[src/rtl/obi_icn_pkg.sv]
// Shared definitions for the OBI interconnect arbiter: FSM state encoding
// and default configuration values.
package obi_icn_pkg;

   localparam int NUM_INIT_DEF       = 2;
   localparam int TIMEOUT_CYCLES_DEF = 255;

   // ERR exists only when the response timeout is compiled in.
   typedef enum logic [1:0] {
      IDLE = 2'd0,
      REQ  = 2'd1,
      RSP  = 2'd2
`ifdef OBI_ICN_ARBITER_TIMEOUT_EN
      , ERR = 2'd3
`endif
   } state_e;

endpackage

[src/rtl/obi_icn_rr_pick.sv]
// Combinational round-robin picker. The search starts at the index just
// above ptr and wraps, so the last-served initiator has lowest priority.
module obi_icn_rr_pick #(
   parameter int N = 2
) (
   input  logic [N-1:0]         req,
   input  logic [$clog2(N)-1:0] ptr,
   output logic [N-1:0]         grant,
   output logic                 valid
);

   localparam int PW = $clog2(N);

   logic [PW:0]   sum;
   logic [PW-1:0] idx;

   // Walk the candidates in rotated order and take the first requester.
   always_comb begin
      // NOTE: every variable assigned here gets a default first, so no path through the block can infer a latch.
      grant = '0;
      valid = 1'b0;
      sum   = '0;
      idx   = '0;
      for (int off = 1; off <= N; off++) begin
         // Width PW+1 holds ptr+off (at most 2N-1) without overflow.
         sum = {1'b0, ptr} + (PW+1)'(off);
         if (sum >= (PW+1)'(N)) sum = sum - (PW+1)'(N);
         idx = sum[PW-1:0];
         if (!valid && req[idx]) begin
            grant[idx] = 1'b1;
            valid      = 1'b1;
         end
      end
   end

endmodule

[src/rtl/obi_icn_arbiter.sv]
// N-to-1 OBI arbiter with one outstanding transaction. Requests are granted
// round-robin in IDLE, replayed to the target from latched copies in REQ, and
// the response is routed back combinationally in RSP.
// Optional response timeout: define OBI_ICN_ARBITER_TIMEOUT_EN to add a
// counter and an ERR state that answers the initiator with an error.
module obi_icn_arbiter
   import obi_icn_pkg::*;
#(
   parameter int OBI_AW         = 32,
   parameter int OBI_DW         = 32,
   parameter int OBI_IDW        = 1,
   parameter int NUM_INIT       = NUM_INIT_DEF,
   parameter int TIMEOUT_CYCLES = TIMEOUT_CYCLES_DEF
) (
   input  logic                                  clk,
   input  logic                                  reset_n,
   input  logic [NUM_INIT-1:0]                   s_req,
   input  logic [NUM_INIT-1:0]                   s_we,
   input  logic [NUM_INIT-1:0][OBI_AW-1:0]       s_addr,
   input  logic [NUM_INIT-1:0][OBI_DW/8-1:0]     s_be,
   input  logic [NUM_INIT-1:0][OBI_DW-1:0]       s_wdata,
   input  logic [NUM_INIT-1:0][OBI_IDW-1:0]      s_aid,
   input  logic [NUM_INIT-1:0]                   s_rready,
   output logic [NUM_INIT-1:0]                   s_gnt,
   output logic [NUM_INIT-1:0]                   s_gntpar,
   output logic [NUM_INIT-1:0]                   s_rvalid,
   output logic [NUM_INIT-1:0]                   s_rvalidpar,
   output logic [NUM_INIT-1:0]                   s_err,
   output logic [OBI_DW-1:0]                     s_rdata,
   output logic [OBI_IDW-1:0]                    s_rid,
   output logic                                  m_req,
   output logic                                  m_reqpar,
   output logic                                  m_we,
   output logic [OBI_AW-1:0]                     m_addr,
   output logic [OBI_DW/8-1:0]                   m_be,
   output logic [OBI_DW-1:0]                     m_wdata,
   output logic [OBI_IDW-1:0]                    m_aid,
   output logic                                  m_rready,
   output logic                                  m_rreadypar,
   input  logic                                  m_gnt,
   input  logic                                  m_rvalid,
   input  logic                                  m_err,
   input  logic [OBI_DW-1:0]                     m_rdata,
   input  logic [OBI_IDW-1:0]                    m_rid
);

   localparam int PW = $clog2(NUM_INIT);
   localparam int BW = OBI_DW / 8;

   state_e              state_q, state_d;
   logic [PW-1:0]       ptr_q, ptr_d;
   logic [PW-1:0]       owner_q, owner_d;
   logic                latch_en;
   logic                we_q;
   logic [OBI_AW-1:0]   addr_q;
   logic [BW-1:0]       be_q;
   logic [OBI_DW-1:0]   wdata_q;
   logic [OBI_IDW-1:0]  aid_q;
   logic [NUM_INIT-1:0] pick_grant;
   logic                pick_valid;
   logic [PW-1:0]       pick_idx;

`ifdef OBI_ICN_ARBITER_TIMEOUT_EN
   logic [15:0]         cnt_q, cnt_d;
`endif

   // With a single outstanding transaction the returned ID is always the
   // latched one, so the target's ID is not needed.
   logic rid_unused;
   assign rid_unused = ^m_rid;

   obi_icn_rr_pick #(.N(NUM_INIT)) u_pick (
      .req   (s_req),
      .ptr   (ptr_q),
      .grant (pick_grant),
      .valid (pick_valid)
   );

   // Encode the one-hot winner into an index for the owner register.
   always_comb begin
      pick_idx = '0;
      for (int i = 0; i < NUM_INIT; i++)
         if (pick_grant[i]) pick_idx = PW'(i);
   end

   // Next-state and output decode; everything is held quiet during reset.
   always_comb begin
      state_d  = state_q;
      ptr_d    = ptr_q;
      owner_d  = owner_q;
      latch_en = 1'b0;
      s_gnt    = '0;
      s_rvalid = '0;
      s_err    = '0;
      s_rdata  = '0;
      s_rid    = '0;
      m_req    = 1'b0;
      m_rready = 1'b1;  // drain stale target responses outside RSP
`ifdef OBI_ICN_ARBITER_TIMEOUT_EN
      cnt_d    = cnt_q;
`endif
      if (reset_n) begin
         unique case (state_q)
            IDLE: begin
               if (pick_valid) begin
                  s_gnt    = pick_grant;
                  latch_en = 1'b1;
                  owner_d  = pick_idx;
                  state_d  = REQ;
               end
            end
            REQ: begin
               m_req = 1'b1;
               if (m_gnt) begin
                  state_d = RSP;
`ifdef OBI_ICN_ARBITER_TIMEOUT_EN
                  cnt_d   = '0;
`endif
               end
            end
            RSP: begin
               s_rvalid[owner_q] = m_rvalid;
               s_err[owner_q]    = m_err;
               s_rdata           = m_rdata;
               s_rid             = aid_q;
               m_rready          = s_rready[owner_q];
               if (m_rvalid && s_rready[owner_q]) begin
                  state_d = IDLE;
                  ptr_d   = owner_q;
               end
`ifdef OBI_ICN_ARBITER_TIMEOUT_EN
               else begin
                  cnt_d = cnt_q + 16'd1;
                  if (cnt_d == 16'(TIMEOUT_CYCLES)) state_d = ERR;
               end
`endif
            end
`ifdef OBI_ICN_ARBITER_TIMEOUT_EN
            ERR: begin
               s_rvalid[owner_q] = 1'b1;
               s_err[owner_q]    = 1'b1;
               s_rid             = aid_q;
               if (s_rready[owner_q]) begin
                  state_d = IDLE;
                  ptr_d   = owner_q;
               end
            end
`endif
            default: state_d = IDLE;
         endcase
      end
   end

   // State, pointer and request latches with synchronous active-low reset.
   always_ff @(posedge clk) begin
      // NOTE: non-blocking assignments make every register sample the same pre-edge values.
      if (!reset_n) begin
         state_q <= IDLE;
         ptr_q   <= PW'(NUM_INIT - 1);
         owner_q <= '0;
         we_q    <= 1'b0;
         addr_q  <= '0;
         be_q    <= '0;
         wdata_q <= '0;
         aid_q   <= '0;
`ifdef OBI_ICN_ARBITER_TIMEOUT_EN
         cnt_q   <= '0;
`endif
      end else begin
         state_q <= state_d;
         ptr_q   <= ptr_d;
         owner_q <= owner_d;
`ifdef OBI_ICN_ARBITER_TIMEOUT_EN
         cnt_q   <= cnt_d;
`endif
         if (latch_en) begin
            we_q    <= s_we[pick_idx];
            addr_q  <= s_addr[pick_idx];
            be_q    <= s_be[pick_idx];
            wdata_q <= s_wdata[pick_idx];
            aid_q   <= s_aid[pick_idx];
         end
      end
   end

   assign m_we    = we_q;
   assign m_addr  = addr_q;
   assign m_be    = be_q;
   assign m_wdata = wdata_q;
   assign m_aid   = aid_q;

   assign m_reqpar    = ~m_req;
   assign m_rreadypar = ~m_rready;
   assign s_gntpar    = ~s_gnt;
   assign s_rvalidpar = ~s_rvalid;

endmodule

[config.mk]
export PLATFORM = sky130hd
export DESIGN_NAME = obi_icn_arbiter
export DESIGN_NICKNAME = d
export VERILOG_FILES = /design/src/rtl/obi_icn_pkg.sv /design/src/rtl/obi_icn_rr_pick.sv /design/src/rtl/obi_icn_arbiter.sv
export SDC_FILE = /design/constraint.sdc
export NUM_CORES = 1
export LEC_CHECK = 0
export CAP_MARGIN = 0
export CORE_AREA = 2 2 116 118
export CTS_BUF_LIST = sky130_fd_sc_hd__clkbuf_8
export DETAILED_ROUTE_END_ITERATION = 8
export DIE_AREA = 0 0 118 120
export PLACE_DENSITY = 0.82
export SYNTH_ARGS = -nofsm -noshare
export SYNTH_HDL_FRONTEND = slang
export SYNTH_SLANG_ARGS = --single-unit
[constraint.sdc]
create_clock -name clk -period 3.6 [get_ports clk]
set_input_delay 0.72 -clock clk [delete_from_list [all_inputs] [get_ports clk]]
set_output_delay 0.72 -clock clk [all_outputs]
set_load 0.01 [all_outputs]
==> results of run 1 <==
[cell families (layout without fill, tap and decap cells)]
| logic type | Yosys count | after routing |
|---|---|---|
| AND/OR/NAND/NOR | 191 | 191 |
| buffers and inverters | 60 | 335 |
| AO/OA/AOI/OAI | 151 | 151 |
| flip-flops | 74 | 74 |
| multiplexers | 1 | 1 |
[synth_stat cells (2+ instances only)]
cell,n
buf_2,10
nand3_1,2
clkbuf_1,31
nand2_1,143
and3b_1,2
inv_1,8
buf_6,8
o21ai_0,3
a21oi_1,71
nor2_1,3
dfxtp_1,74
and2_1,33
a311oi_2,70
nor3_1,2
[power by group through the flow]
stage | registers (mW) | logic (mW) | clock network, mW
global placement | 0.995 | 0.953 | 0
finish | 0.982 | 0.960 | 0.767
global route | 0.994 | 1.03 | 0.826
CTS | 0.981 | 0.967 | 0.795
detailed placement | 0.998 | 0.963 | 0
floorplan | 1.04 | 0.432 | 0
[registers in the layout (all words and copies together), names as in the netlist]
register and flops:
m_aid 1, m_be 4, state_q 2, m_we 1, m_addr 32, ptr_q 1, m_wdata 32, owner_q 1
[metrics by stage]
| step | std cells | hold WS (ns) | instance area (um^2) | power (mW) |
|---|---|---|---|---|
| 4_1_cts | 928 | 0.557 | 7420 | 2.74 |
| 3_5_place_dp | 912 | 0.547 | 7180 | 1.96 |
| 6_report | 928 | 0.556 | 7420 | 2.71 |
| 2_1_floorplan | 477 | 0.510 | 4110 | 1.47 |
| 5_1_grt | 928 | 0.562 | 7420 | 2.85 |
| 3_3_place_gp | 912 | 0.543 | 7180 | 1.95 |
[worst reg2reg max path, stage by stage (launching register included)]
cell,delay [ns]
dfxtp_1,0.41
nor2_4,0.18
buf_4,0.42
and2_4,0.62
buf_4,0.39
a311oi_2,0.14
[per-layer routing]
| layer | vias to the layer above | part of all wire |
|---|---|---|
| met2 | 210 | 0.49 |
| li1 | 2232 | - |
| met1 | 2157 | 0.40 |
| met4 | 0 | 0.020 |
| met5 | - | 0 |
| met3 | 22 | 0.088 |
[layout make-up]
class                   instances  area (um^2)  area share
clock buffers                  12          165      0.0223
flip-flops and latches         74         1480       0.200
repair buffers                310         3100       0.417
inverters                       9         36.3     0.00489
multi-input cells             343         2340       0.316
well taps                     176          220      0.0297
clock inverters                 4         72.6     0.00979
[cells in the final DEF, fill, tap and decap left out, types with 2 or more instances in the layout]
master           instances
a311oi_2                70
nand3_1                  2
or2_2                    2
nand2_1                143
inv_1                    8
and3b_1                  2
nor3_1                   2
bufinv_16                2
a21oi_1                 71
buf_4                   11
buf_12                   2
dfxtp_1                 74
o21ai_0                  3
clkdlybuf4s50_1        297
nor2_1                   2
clkbuf_8                12
and2_1                  33
[path summary, 6_finish.rpt]
kind,slack [ns],end,start
setup / recovery,0.56,s_err[0],reset_n
hold / removal,0.56,m_addr[22],m_addr[22]
setup reg to reg,1.31,m_wdata[15],state_q[1]
hold reg to reg,0.56,m_addr[22],m_addr[22]
==> results.toml, run 1 <==
[status]
status = "completed"

[synth]
avgSynthCellArea_um2 = 8.62
ys.flop_type = "dfxtp_1"
async_reset_ff_frac = 0
synthAdderAreaFrac = 0
synth_compound_area_frac = 0.361
synth.area.top_cells = "dfxtp_1, a311oi_2, nand2_1"
syn_inst = 477
synth_area_um2 = 4110
ys_ff_latch = 74
yosys.area_share.simple = 0.203
synth_edf_count = 0
ys_warn_count = 0
yosysTopAreaCell = "dfxtp_1"
ys_seq_area_frac = 0.360
synth_top_family_by_area = "compound AO/OA/AOI/OAI gates"
synth.top_cell.area_share = 0.360
muxShareOfSynthArea = 0.00244
synth_cell_type_count = 31
synth-xor-area-share = 0
syn_nets = 659

[grt]
busiest_layer = "met2"
antenna_found_initial = 0
grt-ovfl-total = 0
grt_max_degree = 73
use_met2 = 0.376
grt_use_met1 = 0.247
grt_pass1_vias = 4661
met3_usage = 0.0775
grt_use_total = 0.218
grt_pass1_wl_um = 24600

[clock_network]
clock_latency_ns = 0.36
ctsResizeCount = 0
cts_setup_buffers = 0
cts.sinks = 74
cts_inserted_buffers = 9
cts_hold_buf = 0
clockRootBuffer = "clkbuf_8"
clk_path_buf_depth = 2
htreeDepth = 3
clk_pin_slew_ns = 0.07
cts_tree = "done"

[sta]
period_share = 0.843
layout_min_cycle_time_ns = 3.04
slew_headroom = 0.424
setup_viol = 0
slew_viol_final = 0
max_freq_mhz = 329
worst_pin_slew_ns = 0.864
fin_setup_tns_ns = 0
setup_slack_ns = 0.564
grt_setup_unrepaired = "no"
skew_ns = 0.00852
final-hold-violation-count = 0

[worst_setup_path]
slowest_stage = "clkdlybuf4s50_1"
worst-path-buf-inv = 3
cp_slowest_stage_delay_ns = 0.53
crit_type = "in -> out"
critPathTopFamily = "buffers and inverters"
cp_cell_sequence = "clkdlybuf4s50_1, and3b_1, buf_4, and3b_1, clkdlybuf4s50_1"
cp.depth = 5
reg2reg_depth = 5
crit_path_end_kind = "output port"
worst_ep_required_time_ns = 2.88
cp-start-kind = "input pin"
crit_arrival_ns = 2.32
cp_max_fo = 22

[die]
coreArea_um2 = 13000
rows = 42
dieArea_um2 = 14200
fp.dieH_um = 120
ios = 299
die_x_um = 118
floorplan.initialDensity = 0.317

[layout]
num_antenna_cells = 0
areaGrowthSynthToFinish_pct = 80.4
finish.utilization = 0.571
fin_nets = 929
n_fill_cell = 1158
drive_gt1_frac = 0.141

[detailed_routing]
routed_wl_um = 15500
firstDrtPassIters = 4
drcViolationCount = 0
drtAntennaViolNets = 0
wl_per_cell_um = 16.7
num_vias = 4621
drtIter0Drc = 225
viasPerCell = 4.98

[worst_hold_path]
hold_depth = 2
hp-class = "reg -> reg"

[power]
p_leak_nw = 2.72
sw_frac_of_total = 0.301
p_int_mw = 1.89
pwr-share-comb = 0.355
ir_drop_v = 0.000198
p_per_area_nw_per_um2 = 365
switchingPower_mw = 0.814
seq_power_share = 0.362
clkPwrFrac = 0.283

[placement]
gp_congestion = 0.741
portBuffers = 297
post-place-ws_ns = 0.578
dp_hpwl_um = 10800

[flow_run]
cap_violations = 0
Note: power is estimated with default switching activity, not from simulation.
==> inputs of run 2 (changes only) <==
- CORE_AREA: 2 2 116 118 -> 2 2 117 119
- DIE_AREA: 0 0 118 120 -> 0 0 119 121
- PLACE_DENSITY: 0.82 -> 0.84
- clock period: 3.6 -> 2.7 ns (I/O delays scaled with it)
==> results.toml, run 2 (synthesis results as in run 1) <==
[power]
ir_drop_v = 0.000248
p_int_mw = 2.28
p_leak_nw = 2.75
p_per_area_nw_per_um2 = 455
pwr-share-comb = 0.384
power_mw = 3.36
switchingPower_mw = 1.08
sw_frac_of_total = 0.321
seq_power_share = 0.390
clkPwrFrac = 0.226

[detailed_routing]
top_layer = "met4"
firstDrtPassIters = 5
wl_per_cell_um = 17.0
num_vias = 4675
met2_wirelength_um = 7990
route.met3.wl_um = 1450
drtIter0Drc = 280
viasPerCell = 5.02
drt-met1-wl_um = 6040
routed_wl_um = 15800
drtAntennaViolNets = 0
drcViolationCount = 0

[worst_setup_path]
slowest_stage = "clkdlybuf4s50_1"
worst-path-buf-inv = 3
reg2reg_depth = 5
cp_slowest_stage_delay_ns = 0.57
crit_type = "in -> out"
critPathTopFamily = "buffers and inverters"
reg2reg_slack_ns = 0.60
crit_arrival_ns = 2.13
cp_max_fo = 22
crit_path_end_kind = "output port"
cp-start-kind = "input pin"
cp_cell_sequence = "clkdlybuf4s50_1, and3b_2, buf_8, and2_1, clkdlybuf4s50_1"
worst_ep_required_time_ns = 2.16
worstReg2RegEnd = "m_wdata[7]"
crit_top_cell = "clkdlybuf4s50_1"
r2r-start = "state_q[1]"

[clock_network]
clk_path_buf_depth = 2
clock_latency_ns = 0.36
clockRootBuffer = "clkbuf_8"
clk_pin_slew_ns = 0.07
cts_inserted_buffers = 9
cts_setup_buffers = 0
ctsResizeCount = 0
cts_hold_buf = 0
cts_tree = "done"
cts.sinks = 74
htreeDepth = 3

[sta]
max_freq_mhz = 374
final-hold-violation-count = 0
layout_min_cycle_time_ns = 2.67
worst_pin_slew_ns = 0.827
setup_viol = 0
grt_setup_unrepaired = "yes"
fin_setup_tns_ns = 0
period_share = 0.989
slew_viol_final = 0
skew_ns = 0.00796
slew_headroom = 0.449

[flow_run]
cap_violations = 0

[layout]
drive_gt1_frac = 0.141
final_common_cell = "clkdlybuf4s50_1"
finish.utilization = 0.563
areaGrowthSynthToFinish_pct = 79.4
final_cell_mix = "clkdlybuf4s50_1, nand2_1, dfxtp_1, a21oi_1, a311oi_2"
fin_nets = 931

[grt]
antenna_found_initial = 1
grt_max_degree = 73
grt_pass1_vias = 4519
grt_pass1_wl_um = 24200
grt-ovfl-total = 0
grt_use_total = 0.214

[die]
die_x_um = 119
floorplan.initialDensity = 0.314
fp.dieH_um = 121
dieArea_um2 = 14400
ios = 299
coreArea_um2 = 13100
rows = 42

[worst_hold_path]
hp-class = "reg -> reg"
hold_path_startpoint = "m_addr[23]"
holdPathEnd = "m_addr[23]"
hold_depth = 2

[placement]
gp_congestion = 0.803
dp_hpwl_um = 11100
portBuffers = 297

[status]
status = "completed"
## run 2: changes by cell type in the layout (fill, tap and decap cells not counted), sizes merged
cell,delta
clkbuf,-2
buf,+2
clkdlybuf4s50,-2
clkinvlp,-1
diode,+1
dlymetal6s2s,+2
clkinv,+2
inv,+3
bufinv,-2
## run 2: area by class of cell
cell class	count	area [um^2]
Timing Repair Buffer	312	3120
Tap cell	176	220
Antenna cell	1	2.50
Multi-Input combinational cell	343	2350
Clock inverter	6	26.3
Fill cell	1198	5710
Clock buffer	10	138
Sequential cell	74	1480
Inverter	9	36.3
## run 2: per-stage QoR
stage               hold slack, ns  instance area (um^2)  cells  worst slack (ns)
finish                       0.556                  7370    931            0.0295
global route                 0.576                  7370    930           -0.0393
CTS                          0.560                  7360    930            0.0136
detailed placement           0.549                  7190    914            0.0252
global placement             0.542                  7190    914            0.0280
floorplan                    0.510                  4110    477             0.765
## run 2: power groups by stage
stage                     Clock [mW]  Sequential (mW)  Combinational, mW
after global placement             0             1.33               1.28
final                          0.759             1.31               1.29
after global routing           0.841             1.32               1.38
after floorplan                    0             1.38              0.576
after CTS                      0.792             1.31               1.30
after detailed placement           0             1.33               1.30
## run 2: worst reg2reg max path: stages, from the launching register on
cell and delay [ns]:
dfxtp_1 0.40, nor2_4 0.17, buf_4 0.43, and2_4 0.53, buf_12 0.29, a311oi_2 0.16
## run 2: how the worst max path moves through the flow
stage / start / depth (start not counted) / endpoint
after floorplan: s_req[1] / 4 / s_gnt[1]
after global placement: reset_n / 6 / s_rvalid[0]
after detailed placement: reset_n / 5 / s_err[0]
after CTS: reset_n / 5 / s_err[0]
after global routing: reset_n / 5 / s_rid
final: reset_n / 5 / s_rid
## run 2: metal layers
metal  global-route usage  vias up
met5                    0        -
met4               0.0737        0
met3               0.0724       24
met2                0.380      219
met1                0.240     2192
li1                     -     2240
